===== config.mk =====
export PLATFORM = sky130hd
export DESIGN_NAME = arith_seq_ctrl_flat
export DESIGN_NICKNAME = d
export VERILOG_FILES = /design/src/rtl/arith_pkg.sv /design/src/rtl/arith_seq_ctrl_if.sv /design/src/rtl/arith_lat_cnt.sv /design/src/rtl/arith_seq_ctrl.sv /design/src/flat_wrapper.sv
export SDC_FILE = /design/constraint.sdc
export NUM_CORES = 1
export LEC_CHECK = 0
export ABC_CLOCK_PERIOD_IN_PS = 2000
export CAP_MARGIN = 5
export CORE_MARGIN = 3
export CORE_UTILIZATION = 45
export CTS_CLUSTER_DIAMETER = 50
export DETAILED_ROUTE_END_ITERATION = 10
export PLACE_DENSITY_LB_ADDON = 0.3
export SLEW_MARGIN = 20
export SYNTH_ARGS = -nofsm -noshare
export SYNTH_HDL_FRONTEND = slang
export SYNTH_SLANG_ARGS = --single-unit

===== constraint.sdc =====
create_clock -name clk -period 2 [get_ports clk]
set_input_delay 0.2 -clock clk [delete_from_list [all_inputs] [get_ports clk]]
set_output_delay 0.2 -clock clk [all_outputs]
set_load 0.02 [all_outputs]

===== src/rtl/arith_pkg.sv =====
// Shared opcode, state and default-latency definitions for the multicycle
// arithmetic datapath and its sequencing controller.
package arith_pkg;

  typedef logic [1:0] op_t;

  // Order matches the datapath result-mux inputs.
  localparam op_t OP_ADD = 2'd0;
  localparam op_t OP_MUL = 2'd1;
  localparam op_t OP_SUB = 2'd2;
  localparam op_t OP_DIV = 2'd3;

  typedef enum logic [2:0] {
    S_IDLE  = 3'd0,
    S_LOAD  = 3'd1,
    S_EXEC  = 3'd2,
    S_WRITE = 3'd3,
    S_DONE  = 3'd4
  } state_t;

  localparam int ADD_CYC_DEF = 1;
  localparam int MUL_CYC_DEF = 2;
  localparam int SUB_CYC_DEF = 1;
  localparam int DIV_CYC_DEF = 4;
  localparam int CNT_W_DEF   = 4;

endpackage


===== src/rtl/arith_seq_ctrl_if.sv =====
// Request/strobe bundle between an operation requester and the sequencing
// controller that drives the arithmetic datapath.
interface arith_seq_ctrl_if;
  import arith_pkg::*;

  logic       start;
  op_t        op_in;
  logic [3:0] b_in;
  logic       ld_a;
  logic       ld_b;
  logic       ld_out;
  op_t        opcode;
  logic       busy;
  logic       done;
  logic       err_div0;

  modport master (
    output start, op_in, b_in,
    input  ld_a, ld_b, ld_out, opcode, busy, done, err_div0
  );

  modport slave (
    input  start, op_in, b_in,
    output ld_a, ld_b, ld_out, opcode, busy, done, err_div0
  );

endinterface


===== src/rtl/arith_lat_cnt.sv =====
// Execute-latency down-counter: loads a cycle count, decrements while
// enabled and saturates at zero, with a zero flag for the sequencer.
module arith_lat_cnt #(
  parameter int CNT_W = 4
) (
  input  logic             clk,
  input  logic             rst,
  input  logic             load,
  input  logic             en,
  input  logic [CNT_W-1:0] load_val,
  output logic             zero
);

  logic [CNT_W-1:0] cnt_q;

  always_ff @(posedge clk or negedge rst) begin
    if (!rst) begin
      cnt_q <= '0;
    end else if (load) begin
      cnt_q <= load_val;
    end else if (en && (cnt_q != '0)) begin
      cnt_q <= cnt_q - CNT_W'(1);
    end
  end

  assign zero = (cnt_q == '0);

endmodule


===== src/rtl/arith_seq_ctrl.sv =====
// Sequencing controller: one operation per start/done handshake, driving the
// operand/output load strobes and holding the opcode for the execute dwell.
module arith_seq_ctrl
  import arith_pkg::*;
#(
  parameter int ADD_CYC = ADD_CYC_DEF,
  parameter int MUL_CYC = MUL_CYC_DEF,
  parameter int SUB_CYC = SUB_CYC_DEF,
  parameter int DIV_CYC = DIV_CYC_DEF,
  parameter int CNT_W   = CNT_W_DEF
) (
  input logic              clk,
  input logic              rst,
  arith_seq_ctrl_if.slave  bus
);

  state_t state_q;
  state_t state_d;
  op_t    opcode_q;
  logic   err_div0_q;
  logic   accept;
  logic   div_by_zero;
  logic   cnt_zero;
  logic [CNT_W-1:0] cnt_load_val;

  // Counter is preloaded with dwell-1 so EXEC lasts exactly *_CYC cycles.
  function automatic logic [CNT_W-1:0] exec_preload(input op_t op);
    logic [CNT_W-1:0] v;
    v = CNT_W'(ADD_CYC - 1);
    case (op)
      OP_ADD: v = CNT_W'(ADD_CYC - 1);
      OP_MUL: v = CNT_W'(MUL_CYC - 1);
      OP_SUB: v = CNT_W'(SUB_CYC - 1);
      OP_DIV: v = CNT_W'(DIV_CYC - 1);
    endcase
    return v;
  endfunction

  assign accept       = (state_q == S_IDLE) && bus.start;
  assign div_by_zero  = (bus.op_in == OP_DIV) && (bus.b_in == 4'd0);
  assign cnt_load_val = exec_preload(opcode_q);

  arith_lat_cnt #(
    .CNT_W (CNT_W)
  ) u_lat_cnt (
    .clk      (clk),
    .rst      (rst),
    .load     (state_q == S_LOAD),
    .en       (state_q == S_EXEC),
    .load_val (cnt_load_val),
    .zero     (cnt_zero)
  );

  always_ff @(posedge clk or negedge rst) begin
    if (!rst) begin
      state_q <= S_IDLE;
    end else begin
      state_q <= state_d;
    end
  end

  always_comb begin
    state_d = state_q;
    case (state_q)
      S_IDLE:  if (accept) state_d = div_by_zero ? S_DONE : S_LOAD;
      S_LOAD:  state_d = S_EXEC;
      S_EXEC:  if (cnt_zero) state_d = S_WRITE;
      S_WRITE: state_d = S_DONE;
      S_DONE:  state_d = S_IDLE;
      default: state_d = S_IDLE;
    endcase
  end

  // Opcode and the div0 flag change only on an accepted start.
  always_ff @(posedge clk or negedge rst) begin
    if (!rst) begin
      opcode_q   <= OP_ADD;
      err_div0_q <= 1'b0;
    end else if (accept) begin
      opcode_q   <= bus.op_in;
      err_div0_q <= div_by_zero;
    end
  end

  assign bus.ld_a     = (state_q == S_LOAD);
  assign bus.ld_b     = (state_q == S_LOAD);
  assign bus.ld_out   = (state_q == S_WRITE);
  assign bus.busy     = (state_q != S_IDLE);
  assign bus.done     = (state_q == S_DONE);
  assign bus.opcode   = opcode_q;
  assign bus.err_div0 = err_div0_q;

endmodule


===== src/flat_wrapper.sv =====
// flat-port wrapper written by rule: the top's interface ports become plain ports
module arith_seq_ctrl_flat import arith_pkg::*;
#(
  parameter int ADD_CYC = ADD_CYC_DEF,
  parameter int MUL_CYC = MUL_CYC_DEF,
  parameter int SUB_CYC = SUB_CYC_DEF,
  parameter int DIV_CYC = DIV_CYC_DEF,
  parameter int CNT_W   = CNT_W_DEF
)
  (clk, rst, bus_start, bus_op_in, bus_b_in, bus_ld_a, bus_ld_b, bus_ld_out, bus_opcode, bus_busy, bus_done, bus_err_div0);
  arith_seq_ctrl_if bus_i ();
  input logic clk;
  input logic rst;
  input wire logic [$bits(bus_i.start)-1:0] bus_start;
  input wire logic [$bits(bus_i.op_in)-1:0] bus_op_in;
  input wire logic [$bits(bus_i.b_in)-1:0] bus_b_in;
  output wire logic [$bits(bus_i.ld_a)-1:0] bus_ld_a;
  output wire logic [$bits(bus_i.ld_b)-1:0] bus_ld_b;
  output wire logic [$bits(bus_i.ld_out)-1:0] bus_ld_out;
  output wire logic [$bits(bus_i.opcode)-1:0] bus_opcode;
  output wire logic [$bits(bus_i.busy)-1:0] bus_busy;
  output wire logic [$bits(bus_i.done)-1:0] bus_done;
  output wire logic [$bits(bus_i.err_div0)-1:0] bus_err_div0;
  assign bus_i.start = bus_start;
  assign bus_i.op_in = bus_op_in;
  assign bus_i.b_in = bus_b_in;
  assign bus_ld_a = bus_i.ld_a;
  assign bus_ld_b = bus_i.ld_b;
  assign bus_ld_out = bus_i.ld_out;
  assign bus_opcode = bus_i.opcode;
  assign bus_busy = bus_i.busy;
  assign bus_done = bus_i.done;
  assign bus_err_div0 = bus_i.err_div0;
  arith_seq_ctrl #(.ADD_CYC(ADD_CYC), .MUL_CYC(MUL_CYC), .SUB_CYC(SUB_CYC), .DIV_CYC(DIV_CYC), .CNT_W(CNT_W)) u_core (.clk(clk), .rst(rst), .bus(bus_i));
endmodule

==> results_dict.tcl <==
set metrics [dict create \
    slew_violations 0 \
    synth_edf_count 0 \
    cts_setup_buffers 0 \
    clock_sinks 10 \
    cts_buffers 3 \
    die_y_um 42.5 \
    drt_wl_total_um 1160 \
    syn_to_final_growth_pct 32.2 \
    ir_drop_mv 0.929 \
    synth_nets 70 \
    ys_warn_count 0 \
    slowest_delay_ns 0.54 \
    start_kind "flip-flop" \
    avgSynthCellArea_um2 10.2 \
    cp_cell_sequence "or3_1 -> clkdlybuf4s50_1" \
    fin_crit_sh 0.936 \
    synthTopCellsByArea "dfrtp_1, a211o_1, ha_1, nand3_1, nor3b_2" \
    first_pass_iters 2 \
    hp-class "input pin to async pin" \
    status "complete, no violations" \
    hold_slack_ns 0.255 \
    ant_nets 0 \
    postSynthCellCount 59 \
    maxSlewHeadroom 0.659 \
    cts_tree "yes" \
    synthTopCellsByCount "dfrtp_1, inv_1, nand3_1, a211o_1" \
    path_class "flip-flop to output pin" \
    grt_pass1_vias 433 \
    final_util 0.676 \
    p_leak_nw 0.358 \
    maxCapViolations 0 \
    cts_root_buffer "clkbuf_4" \
    die_w_um 42.5 \
    finalSetupViolations 0 \
    insertedDiodeCount 0 \
    finClkSkew_ns 0.00321 \
    yosysMostFrequentCell "dfrtp_1" \
    n_fill_cell 101 \
    ys_seq_area_frac 0.418 \
    wire_per_inst_um 13.1 \
    path_clk_slew_ns 0.07 \
    placed_area_um2 748 \
    slowest_stage "clkdlybuf4s50_1" \
    postCtsHoldBufs 0 \
    path_delay_family "buffers and inverters" \
    ys_types 27 \
    end_kind "output pin" \
    gr-total-overflow 0 \
    cp_data_required_time_ns 1.80 \
    grt_pass1_wl_um 2010 \
    drive_gt1_frac 0.173 \
    synth_top_flop_cell "dfrtp_1" \
    post-route-cell-area_um2 792 \
    dp_hpwl_um 880 \
    portBuffers 16 \
    synth_area_um2 599 \
    core_mm2 0.00117 \
    ios 17 \
    worst_slew_pin_slew_ns 0.510 \
    clock_path_buffers 2 \
    std_cell_rows 12 \
    insertion_delay_ns 0.27 \
    drt-initial-drc-count 6 \
    yosysTopAreaCell "dfrtp_1" \
    ys_seq_elements 10 \
    p_per_area_mw_per_mm2 1560 \
    globalplace.congestion 0.766 \
    final.setup.worst_slack_ns 0.127 \
    nets 87 \
    synth_top_area_frac 0.418 \
    route.detailed.drc 0 \
    antenna_found_initial 0 \
    worst-path-buf-inv 1 \
    start_util 0.512 \
    place_ws_ns 0.333 \
    h-tree-depth 1 \
    fin_tns_setup_ns 0 \
    rsz0062_at_grt "no" \
    min_period_ns 1.87 \
    die_area_mm2 0.00181 \
    grtUsageTotal 0.148 \
    hold_violations 0 \
    grt_start_max_net_pins 11 \
    viasPerCell 5.48 \
    num_vias 488 \
    critPathMaxFanout 10 \
    crit_arrival_ns 1.67 \
    fmax_ghz 0.534 \
    async_reset_ff_frac 1.00 \
]
cells by family (layout without fill, tap and decap cells):
| kind of cell | after synthesis | after routing | synth area share |
|---|---|---|---|
| AND/OR/NAND/NOR | 20 | 20 | 0.238 |
| XOR/XNOR | 1 | 1 | 0.0146 |
| adder cells (fa/ha/maj) | 2 | 2 | 0.0417 |
| multiplexers | 2 | 2 | 0.0376 |
| flip-flops | 10 | 10 | 0.418 |
| AO/OA/AOI/OAI | 13 | 13 | 0.152 |
| buffers and inverters | 11 | 27 | 0.0981 |
stage by stage:
stage	instances	total power, mW
final	89	1.24
after global routing	89	1.33
after CTS	89	1.24
after detailed placement	85	1.06
after global placement	85	1.04
after floorplan	59	0.880
timing repair:
action                                  in CTS  in global routing
endpoints found under the hold margin        0                  0
gates resized for setup                      0                  4
endpoints found under the setup margin       0                  3
placed cells by master (no fill, tap or decap), drive strengths merged:
master	count
nor2	2
nand3	5
buf	1
dfrtp	10
a31o	1
a21oi	2
a211o	3
nor3b	4
nand4	2
clkbuf	4
a31oi	1
or3b	1
nor4b	1
a211oi	1
nand2	2
nor4	1
o21ai	4
dlymetal6s2s	2
ha	2
xnor2	1
o21a	1
inv	6
mux2	2
or3	1
nor3	1
clkdlybuf4s50	14
state kept, by name, indices dropped and copies added, names as in the netlist:
name,flops
u_core.u_lat_cnt.cnt_q,4
u_core.bus.opcode,2
u_core.bus.err_div0,1
u_core.state_q,3
cell type report:
class / count / area [um2] / area share
timing repair buffer: 17 / 173 / 0.218
clock buffer: 4 / 36.3 / 0.0458
multi-input combinational: 38 / 290 / 0.367
tap: 14 / 17.5 / 0.0221
inverter: 6 / 22.5 / 0.0284
sequential: 10 / 253 / 0.319
worst paths after layout:
check	slack, ns	cells past startpoint	startpoint	to
worst max-delay path	0.13	2	u_core.state_q[1]	bus_busy
min in group clk	0.49	1	u_core.u_lat_cnt.cnt_q[3]	u_core.u_lat_cnt.cnt_q[3]
worst max register to register	0.40	5	u_core.u_lat_cnt.cnt_q[0]	u_core.state_q[0]
worst min register to register	0.49	1	u_core.u_lat_cnt.cnt_q[3]	u_core.u_lat_cnt.cnt_q[3]
max in group asynchronous	1.40	1	rst	u_core.state_q[0]
worst min-delay path	0.26	1	rst	u_core.state_q[2]
power by group:
part	total (mW)	leakage, nW	switching (mW)	internal [mW]
sequential	0.418	0.124	0.125	0.294
clock	0.182	0.0210	0.0714	0.111
combinational	0.636	0.213	0.310	0.326
routing by layer:
metal,track usage,vias up,wire length [um]
met5,0,-,0
met3,0.0429,4,48
li1,-,244,-
met4,0.0932,0,27
met2,0.188,9,530
met1,0.213,231,557
Note: power is estimated with default switching activity, not from simulation.
